**src/rtl/rom_puzzle_loader_pkg.sv**
```systemverilog
// Shared definitions for the puzzle ROM loader: board geometry, loader states,
// the decoded cell record and the digit-to-candidate-mask helper.
package rom_puzzle_loader_pkg;

    localparam int N_CELLS = 81;
    localparam int CELL_AW = 7;
    localparam int ROM_W   = 8;
    localparam int DIGIT_W = 4;
    localparam int MASK_W  = 9;

    typedef enum logic [1:0] {
        IDLE,
        RD,
        CAP,
        SEND
    } loader_state_e;

    typedef struct packed {
        logic [DIGIT_W-1:0] value;
        logic [MASK_W-1:0]  mask;
        logic               given;
    } cell_t;

    // An empty cell may still hold any digit, so every candidate bit is set.
    function automatic logic [MASK_W-1:0] digit_to_mask(input logic [DIGIT_W-1:0] digit);
        if (digit == '0) begin
            return '1;
        end
        return MASK_W'(1) << (digit - DIGIT_W'(1));
    endfunction

endpackage

```
**src/rtl/rom_puzzle_loader_if.sv**
```systemverilog
// Bundles the loader's ROM read port, cell stream and load status into one bus.
// master = loader side, slave = ROM/board-store/controller side.
interface rom_puzzle_loader_if
    import rom_puzzle_loader_pkg::*;
#(
    parameter int WIDTH = ROM_W,
    parameter int AW    = CELL_AW
);
    logic               start;
    logic               ROM_rd;
    logic [AW-1:0]      ROM_addr;
    logic [WIDTH-1:0]   ROM_data;
    logic               cell_valid;
    logic               cell_ready;
    logic [AW-1:0]      cell_idx;
    logic [DIGIT_W-1:0] cell_value;
    logic [MASK_W-1:0]  cell_mask;
    logic               cell_given;
    logic               busy;
    logic               done;
    logic               err;
    logic [AW-1:0]      err_idx;
    logic [AW-1:0]      given_cnt;

    modport master (
        input  start, ROM_data, cell_ready,
        output ROM_rd, ROM_addr, cell_valid, cell_idx, cell_value, cell_mask,
               cell_given, busy, done, err, err_idx, given_cnt
    );

    modport slave (
        output start, ROM_data, cell_ready,
        input  ROM_rd, ROM_addr, cell_valid, cell_idx, cell_value, cell_mask,
               cell_given, busy, done, err, err_idx, given_cnt
    );
endinterface

```
**src/rtl/rom_puzzle_loader_decode.sv**
```systemverilog
// Combinational ROM byte decoder: validates the byte and turns it into a cell
// record. Malformed bytes are reported and decoded as an empty cell.
module rom_puzzle_loader_decode
    import rom_puzzle_loader_pkg::*;
#(
    parameter int WIDTH = ROM_W
) (
    input  logic [WIDTH-1:0] i_data,
    output cell_t            o_cell,
    output logic             o_malformed
);

    logic [DIGIT_W-1:0] w_digit;

    assign o_malformed = (|i_data[WIDTH-1:4]) || (i_data[3:0] > 4'd9);
    assign w_digit     = o_malformed ? '0 : i_data[3:0];

    assign o_cell.value = w_digit;
    assign o_cell.mask  = digit_to_mask(w_digit);
    assign o_cell.given = (w_digit != '0);

endmodule

```
**src/rtl/rom_puzzle_loader.sv**
```systemverilog
// Reads the 81 puzzle cells from ROM in order, decodes each one and streams it
// to the board store over valid/ready, tracking given count and first bad cell.
module rom_puzzle_loader
    import rom_puzzle_loader_pkg::*;
#(
    parameter int WIDTH = ROM_W,
    parameter int CELLS = N_CELLS
) (
    input logic                 clk,
    input logic                 rst,
    rom_puzzle_loader_if.master bus
);

    localparam int              AW   = $clog2(CELLS);
    localparam logic [AW-1:0]   LAST = AW'(CELLS - 1);

    loader_state_e r_state;
    logic [AW-1:0] r_idx;
    logic          r_romRd;
    logic [AW-1:0] r_romAddr;
    logic          r_cellValid;
    logic [AW-1:0] r_cellIdx;
    cell_t         r_cell;
    logic          r_busy;
    logic          r_done;
    logic          r_err;
    logic [AW-1:0] r_errIdx;
    logic [AW-1:0] r_givenCnt;

    cell_t         w_cell;
    logic          w_malformed;

    rom_puzzle_loader_decode #(.WIDTH(WIDTH)) u_decode (
        .i_data      (bus.ROM_data),
        .o_cell      (w_cell),
        .o_malformed (w_malformed)
    );

    // One ROM read per cell: the strobe is raised only on entry to RD, so a
    // stalled SEND never causes a re-read.
    always_ff @(posedge clk or negedge rst) begin
        if (!rst) begin
            r_state     <= IDLE;
            r_idx       <= '0;
            r_romRd     <= 1'b0;
            r_romAddr   <= '0;
            r_cellValid <= 1'b0;
            r_cellIdx   <= '0;
            r_cell      <= '0;
            r_busy      <= 1'b0;
            r_done      <= 1'b0;
            r_err       <= 1'b0;
            r_errIdx    <= '0;
            r_givenCnt  <= '0;
        end else begin
            case (r_state)
                IDLE: begin
                    if (bus.start) begin
                        r_done     <= 1'b0;
                        r_err      <= 1'b0;
                        r_errIdx   <= '0;
                        r_givenCnt <= '0;
                        r_idx      <= '0;
                        r_busy     <= 1'b1;
                        r_romRd    <= 1'b1;
                        r_romAddr  <= '0;
                        r_state    <= RD;
                    end
                end
                RD: begin
                    r_romRd <= 1'b0;
                    r_state <= CAP;
                end
                CAP: begin
                    r_cell      <= w_cell;
                    r_cellIdx   <= r_idx;
                    r_cellValid <= 1'b1;
                    if (w_malformed) begin
                        r_err <= 1'b1;
                        if (!r_err) begin
                            r_errIdx <= r_idx;
                        end
                    end
                    r_state <= SEND;
                end
                SEND: begin
                    if (r_cellValid && bus.cell_ready) begin
                        r_cellValid <= 1'b0;
                        if (r_cell.given && (r_givenCnt != AW'(CELLS))) begin
                            r_givenCnt <= r_givenCnt + AW'(1);
                        end
                        if (r_idx == LAST) begin
                            r_busy  <= 1'b0;
                            r_done  <= 1'b1;
                            r_state <= IDLE;
                        end else begin
                            r_idx     <= r_idx + AW'(1);
                            r_romRd   <= 1'b1;
                            r_romAddr <= r_idx + AW'(1);
                            r_state   <= RD;
                        end
                    end
                end
                default: r_state <= IDLE;
            endcase
        end
    end

    assign bus.ROM_rd     = r_romRd;
    assign bus.ROM_addr   = r_romAddr;
    assign bus.cell_valid = r_cellValid;
    assign bus.cell_idx   = r_cellIdx;
    assign bus.cell_value = r_cell.value;
    assign bus.cell_mask  = r_cell.mask;
    assign bus.cell_given = r_cell.given;
    assign bus.busy       = r_busy;
    assign bus.done       = r_done;
    assign bus.err        = r_err;
    assign bus.err_idx    = r_errIdx;
    assign bus.given_cnt  = r_givenCnt;

endmodule

```
**src/flat_wrapper.sv**
```systemverilog
// flat-port wrapper written by rule: the top's interface ports become plain ports
module rom_puzzle_loader_flat import rom_puzzle_loader_pkg::*;
#(
    parameter int WIDTH = ROM_W,
    parameter int CELLS = N_CELLS
)
  (clk, rst, bus_start, bus_ROM_data, bus_cell_ready, bus_ROM_rd, bus_ROM_addr, bus_cell_valid, bus_cell_idx, bus_cell_value, bus_cell_mask, bus_cell_given, bus_busy, bus_done, bus_err, bus_err_idx, bus_given_cnt);
  rom_puzzle_loader_if #(.WIDTH(WIDTH)) bus_i ();
  input logic clk;
  input logic rst;
  input wire logic [$bits(bus_i.start)-1:0] bus_start;
  input wire logic [$bits(bus_i.ROM_data)-1:0] bus_ROM_data;
  input wire logic [$bits(bus_i.cell_ready)-1:0] bus_cell_ready;
  output wire logic [$bits(bus_i.ROM_rd)-1:0] bus_ROM_rd;
  output wire logic [$bits(bus_i.ROM_addr)-1:0] bus_ROM_addr;
  output wire logic [$bits(bus_i.cell_valid)-1:0] bus_cell_valid;
  output wire logic [$bits(bus_i.cell_idx)-1:0] bus_cell_idx;
  output wire logic [$bits(bus_i.cell_value)-1:0] bus_cell_value;
  output wire logic [$bits(bus_i.cell_mask)-1:0] bus_cell_mask;
  output wire logic [$bits(bus_i.cell_given)-1:0] bus_cell_given;
  output wire logic [$bits(bus_i.busy)-1:0] bus_busy;
  output wire logic [$bits(bus_i.done)-1:0] bus_done;
  output wire logic [$bits(bus_i.err)-1:0] bus_err;
  output wire logic [$bits(bus_i.err_idx)-1:0] bus_err_idx;
  output wire logic [$bits(bus_i.given_cnt)-1:0] bus_given_cnt;
  assign bus_i.start = bus_start;
  assign bus_i.ROM_data = bus_ROM_data;
  assign bus_i.cell_ready = bus_cell_ready;
  assign bus_ROM_rd = bus_i.ROM_rd;
  assign bus_ROM_addr = bus_i.ROM_addr;
  assign bus_cell_valid = bus_i.cell_valid;
  assign bus_cell_idx = bus_i.cell_idx;
  assign bus_cell_value = bus_i.cell_value;
  assign bus_cell_mask = bus_i.cell_mask;
  assign bus_cell_given = bus_i.cell_given;
  assign bus_busy = bus_i.busy;
  assign bus_done = bus_i.done;
  assign bus_err = bus_i.err;
  assign bus_err_idx = bus_i.err_idx;
  assign bus_given_cnt = bus_i.given_cnt;
  rom_puzzle_loader #(.WIDTH(WIDTH), .CELLS(CELLS)) u_core (.clk(clk), .rst(rst), .bus(bus_i));
endmodule
```
**config.mk**
```make
export PLATFORM = sky130hd
export DESIGN_NAME = rom_puzzle_loader_flat
export DESIGN_NICKNAME = d
export VERILOG_FILES = /design/src/rtl/rom_puzzle_loader_pkg.sv /design/src/rtl/rom_puzzle_loader_if.sv /design/src/rtl/rom_puzzle_loader_decode.sv /design/src/rtl/rom_puzzle_loader.sv /design/src/flat_wrapper.sv
export SDC_FILE = /design/constraint.sdc
export NUM_CORES = 1
export LEC_CHECK = 0
export ABC_CLOCK_PERIOD_IN_PS = 2150
export BUFFER_PORTS_ARGS = -buffer_cell sky130_fd_sc_hd__clkbuf_2
export CORE_MARGIN = 8
export CORE_UTILIZATION = 40
export DETAILED_ROUTE_END_ITERATION = 12
export SLEW_MARGIN = 20
export SYNTH_ARGS = -nofsm -noshare
export SYNTH_HDL_FRONTEND = slang
export SYNTH_SLANG_ARGS = --single-unit
```
**constraint.sdc**
```tcl
create_clock -name clk -period 2.15 [get_ports clk]
set_clock_uncertainty 0.15 [all_clocks]
set_input_delay 0.645 -clock clk [delete_from_list [all_inputs] [get_ports clk]]
set_output_delay 0.645 -clock clk [all_outputs]
set_load 0.03 [all_outputs]
```
# After elaboration in Yosys (flattened, before gate mapping)
# Index checks and enable logic that the tools add are counted.
# classes
add_sub_neg	3
magnitude_cmp	1
eq_ne	12
shift	1
muxes	33
n_reduce_logical	19
# op_table
cell	n
two-way mux 7 bit	7
one-hot mux 7 bit (2 select lines)	3
AND reduction 4 bit	5
two-way mux 9 bit	2
adder 7 x 1 -> 7 bit (second input constant)	2
two-way mux 1 bit	12
left shift 1 x 4 -> 9 bit (first input constant)	1
!= test 2 bit (second input constant)	4
one-hot mux 1 bit (2 select lines)	4
one-hot mux 2 bit (4 select lines)	1
== test 7 bit (second input constant)	1
!= test 7 bit (second input constant)	1
!= test 2 x 1 -> 1 bit (second input constant)	3
nonzero test 2 bit	3
== test 2 bit (second input constant)	2
> comparator 4 bit (second input constant)	1
zero test 4 bit	1
two-way mux 2 bit	2
two-way mux 4 bit	1
AND reduction 2 bit	2
nonzero test 4 bit	1
OR reduction 4 bit	1
subtractor 4 x 1 -> 4 bit (second input constant)	1
one-hot mux 1 bit (3 select lines)	1
other kinds (6)	7
# word_totals
regBits	49
inputBits	12
output_inout_bits	47
word_cells	82

# Logic depth before layout (Yosys ltp)
# logic_depth
depth_word	6
mapped_depth	9

# By module
# Synthesis repeated with hierarchy kept, for this count alone.
# unflattened
hier_cells	263
hier_area_um2	2663.8
# modules_own_cells
module	instances	cells_per_inst	area_each_um2	seq_area_each_um2
rom_puzzle_loader	1	223	2401.1	1226.2
rom_puzzle_loader_decode	1	40	262.8	0.0

# Least setup slack after synthesis
# Ideal clock, no wire load.
# synth_timing
path_type	reg-to-reg
start	register u_core.r_state[0]
end	register u_core.r_givenCnt[1], in the netlist u_core.bus.given_cnt[1]
setup_ps	69
arrival_ps	1684
slack_ps	247
path_stages_with_launch	9
n_path_buf	2
path_cell_list	dfrtp_1 -> inv_1 -> ha_1 -> buf_6 -> mux2_4 -> nand2_2 -> buf_6 -> or4_1 -> nand3_1
# synth_between
elab_chain_cells	3
# synth_lines
element	line	text
from (decl)	rom_puzzle_loader.sv:17	loader_state_e r_state;
from (signal assigned)	rom_puzzle_loader.sv:43	r_state <= IDLE;
from (signal assigned)	rom_puzzle_loader.sv:67	r_state <= RD;
from (signal assigned)	rom_puzzle_loader.sv:72	r_state <= CAP;
== test 2 bit / zero test 2 bit (equally long branches)	rom_puzzle_loader.sv:56	case (r_state)
!= test 2 x 1 -> 1 bit (no line), or another cell as far along	n/a	
AND reduction 4 bit (no line)	n/a	
to (signal assigned)	rom_puzzle_loader.sv:90	r_givenCnt <= r_givenCnt + AW'(1);
to (decl)	rom_puzzle_loader.sv:28	logic [AW-1:0] r_givenCnt;
# Several ways; a longest one is shown, not always the timed one.
# A chain may end at the register's enable or synchronous reset.

# Final worst setup path
# layout_timing
start	register u_core.r_state[0]
end	register u_core.r_idx[2]
# layout_between
elab_chain_cells	3
# layout_lines
element	line	text
== test 2 bit / zero test 2 bit (equally long branches)	rom_puzzle_loader.sv:56	
!= test 2 bit (no line), or another cell as far along	n/a	
AND reduction 4 bit (no line)	n/a	
to (signal assigned)	rom_puzzle_loader.sv:97	r_idx <= r_idx + AW'(1);
to (decl)	rom_puzzle_loader.sv:18	logic [AW-1:0] r_idx;
# Several ways; a longest one is shown, not always the timed one.

==> impl_metrics.json <==
{
  "outcome": "completed",
  "crit_family": "simple AND/OR/NAND/NOR gates",
  "finalHoldViolCount": 0,
  "chipHeight_um": 96.4,
  "vias": 2287,
  "core-area_um2": 6310,
  "cp_slowest_cell": "or4_1",
  "grt_util_all_layers_pct": 15.1,
  "setup_slack_ps": 145,
  "dpl.hpwl_um": 4690,
  "cp.arrival_ps": 2060,
  "grt_use_met1_pct": 19.0,
  "grt_pass1_vias": 2264,
  "first_iter_violations": 89,
  "drc": 0,
  "ctsRootBufferMaster": "clkbuf_8",
  "n_antenna_cell": 0,
  "ir_drop_v": 0.000619,
  "cts_buffers": 5,
  "routabilityCongestion": 0.795,
  "viasPerCell": 5.38,
  "cts_setup_buffers": 0,
  "nets": 367,
  "synthCells": 279,
  "place_ws_ps": -72.8,
  "path_max_fanout": 10,
  "clock_latency_ps": 300,
  "path_clk_slew_ps": 90,
  "fin_crit_ps": 2010,
  "worstPathCellList": "inv_1 > ha_1 > mux2_4 > nand2_2 > or4_1 > o211ai_1",
  "fin_hold_ws_ps": 162,
  "power.density_nw_per_um2": 1300,
  "grt_pass1_wl_um": 11200,
  "seqCellArea_um2": 1230,
  "cpPeakStageDelay_ps": 530,
  "gr-max-usage-layer": "met2",
  "tritoncts": "built",
  "num_io_pins": 59,
  "start_kind": "register",
  "rows": 29,
  "crit_path_end_kind": "register",
  "synthesis.area_um2": 2590,
  "ys_types": 45,
  "met2_usage_pct": 24.2,
  "antenna_left": 0,
  "synth-seq-cells": 49,
  "syn_area_per_cell_um2": 9.27,
  "initial_utilization_pct": 41.0,
  "cts.sink_count": 49,
  "cts_buffer_depth": 2,
  "tightest_slew_ps": 1030,
  "timing.final.crit_share_pct": 93.3,
  "cts_resized": 0,
  "grt_max_degree": 50,
  "cp_data_required_time_ps": 2210,
  "max_freq_mhz": 499,
  "maxSlewViolCount": 0,
  "gr-total-overflow": 0,
  "finalSetupViolCount": 0,
  "cts_hold_buf": 0,
  "area_growth_pct": 22.9,
  "drive_gt1_share_pct": 29.9,
  "final_cell_mix": "clkbuf_2 (58), dfrtp_1 (49), nand2_1 (43)",
  "n_fill_cell": 616,
  "syn_nets": 299,
  "die_area_um2": 9290,
  "power_leakage_nw": 1.44,
  "drv_cap": 0,
  "worst-setup-path-type": "register to register",
  "cts-htree-levels": 2,
  "wl_um": 6530,
  "yosys_warnings": 0,
  "critPathBufInv": 1,
  "hp-class": "input port to async pin",
  "die_x_um": 96.4,
  "firstDrtPassIters": 4,
  "synth-seq-area-share_pct": 47.4,
  "antenna_found_initial": 0,
  "port_buffers": 58,
  "slew-limit-headroom_pct": 31.0,
  "met3_usage_pct": 4.95,
  "routedWlPerCell_um": 15.4,
  "final_common_cell": "clkbuf_2",
  "rsz0062_at_grt": "no",
  "multi_input_area_um2": 1230
}
[kinds of logic after synthesis]
kind of cell             count (synthesis)  synth area share [%]
flip-flops                              49                  47.4
adder cells (fa/ha/maj)                  8                  3.87
AND/OR/NAND/NOR                        119                  22.9
AO/OA/AOI/OAI                           61                  15.3
multiplexers                            11                  4.84
XOR/XNOR                                 1                 0.339
buffers and inverters                   30                  5.27
[area by class of cell]
type / instances / share of cell area (%)
Sequential cell: 49 / 38.6
Clock inverter: 2 / 1.22
Clock buffer: 6 / 2.28
Inverter: 12 / 1.42
Multi-Input combinational cell: 200 / 38.6
Timing Repair Buffer: 79 / 14.9
Tap cell: 77 / 3.03
[registers in the layout (all words and copies together) (netlist names)]
signal	flops
u_core.bus.cell_mask	9
u_core.bus.cell_idx	7
u_core.bus.err_idx	7
u_core.bus.given_cnt	7
u_core.r_idx	7
u_core.bus.cell_value	4
u_core.r_state	2
u_core.bus.ROM_rd	1
u_core.bus.busy	1
u_core.bus.cell_given	1
u_core.bus.cell_valid	1
u_core.bus.done	1
u_core.bus.err	1
[worst paths after layout]
path | from | endpoint | slack (ps) | cells after the start
setup / recovery | u_core.r_state[0]$_DFFE_PN0P_ | u_core.r_idx[2]$_DFFE_PN0P_ | 140 | 6
max in group asynchronous | rst | u_core.bus.given_cnt[4]$_DFFE_PN0P_ | 1440 | 2
min in group clk | u_core.bus.cell_idx[5]$_DFFE_PN0P_ | u_core.bus.cell_idx[5]$_DFFE_PN0P_ | 370 | 1
hold reg to reg | u_core.bus.cell_idx[5]$_DFFE_PN0P_ | u_core.bus.cell_idx[5]$_DFFE_PN0P_ | 370 | 1
hold / removal | rst | u_core.bus.ROM_rd$_DFFE_PN0P_ | 160 | 2
setup reg to reg | u_core.r_state[0]$_DFFE_PN0P_ | u_core.r_idx[2]$_DFFE_PN0P_ | 140 | 6
[per-stage QoR]
stage          setup TNS (ps)  instances  instance area, µm²  util, %  total power [W]
2_1_floorplan               0        279                2590        -          0.00278
5_1_grt                     0        425                3180     50.3          0.00444
6_report                    0        425                3180     50.3          0.00413
4_1_cts                     0        425                3180     50.3          0.00418
3_3_place_gp                0        417                3060     48.5          0.00347
3_5_place_dp             -337        417                3060     48.5          0.00349
[cells in the mapped netlist (all sizes together)]
cell | number | area, µm²
o22ai | 1 | 6.26
a211oi | 1 | 7.51
nand4b | 5 | 43.8
o41ai | 1 | 8.76
inv | 12 | 45.0
nor2b | 3 | 18.8
a21bo | 1 | 10.0
o311ai | 1 | 8.76
a21oi | 14 | 70.1
buf | 11 | 65.1
clkbuf | 7 | 26.3
o22a | 1 | 8.76
a31oi | 5 | 31.3
ha | 8 | 100
nand3 | 21 | 105
nor4b | 1 | 15.0
o21ai | 14 | 70.1
dfrtp | 49 | 1230
a311o | 1 | 10.0
and3 | 1 | 6.26
a22o | 4 | 35.0
o211ai | 12 | 90.1
nor3 | 4 | 20.0
xnor2 | 1 | 8.76
nand2b | 1 | 6.26
or4 | 3 | 22.5
a21boi | 2 | 15.0
and3b | 1 | 8.76
or3 | 3 | 18.8
nand4 | 3 | 18.8
and2 | 1 | 6.26
nor2 | 22 | 82.6
nor4 | 2 | 27.5
mux2i | 2 | 20.0
nand2 | 44 | 168
a222oi | 1 | 10.0
mux2 | 9 | 105
o31ai | 2 | 15.0
or2 | 4 | 25.0
[layer usage]
layer  vias up  share of wire (%)
li1       1120                  -
met1      1105                 45
met2        52                 46
met3        10                6.6
met4         0                1.4
met5         -                  0
[power by group]
group | leakage, nW | switching, W | internal (W) | total [W]
Combinational | 0.769 | 0.00133 | 0.000711 | 0.00204
Sequential | 0.614 | 0.000257 | 0.00116 | 0.00142
Clock | 0.0554 | 0.000319 | 0.000350 | 0.000669
(Power assumes the default switching activity.)
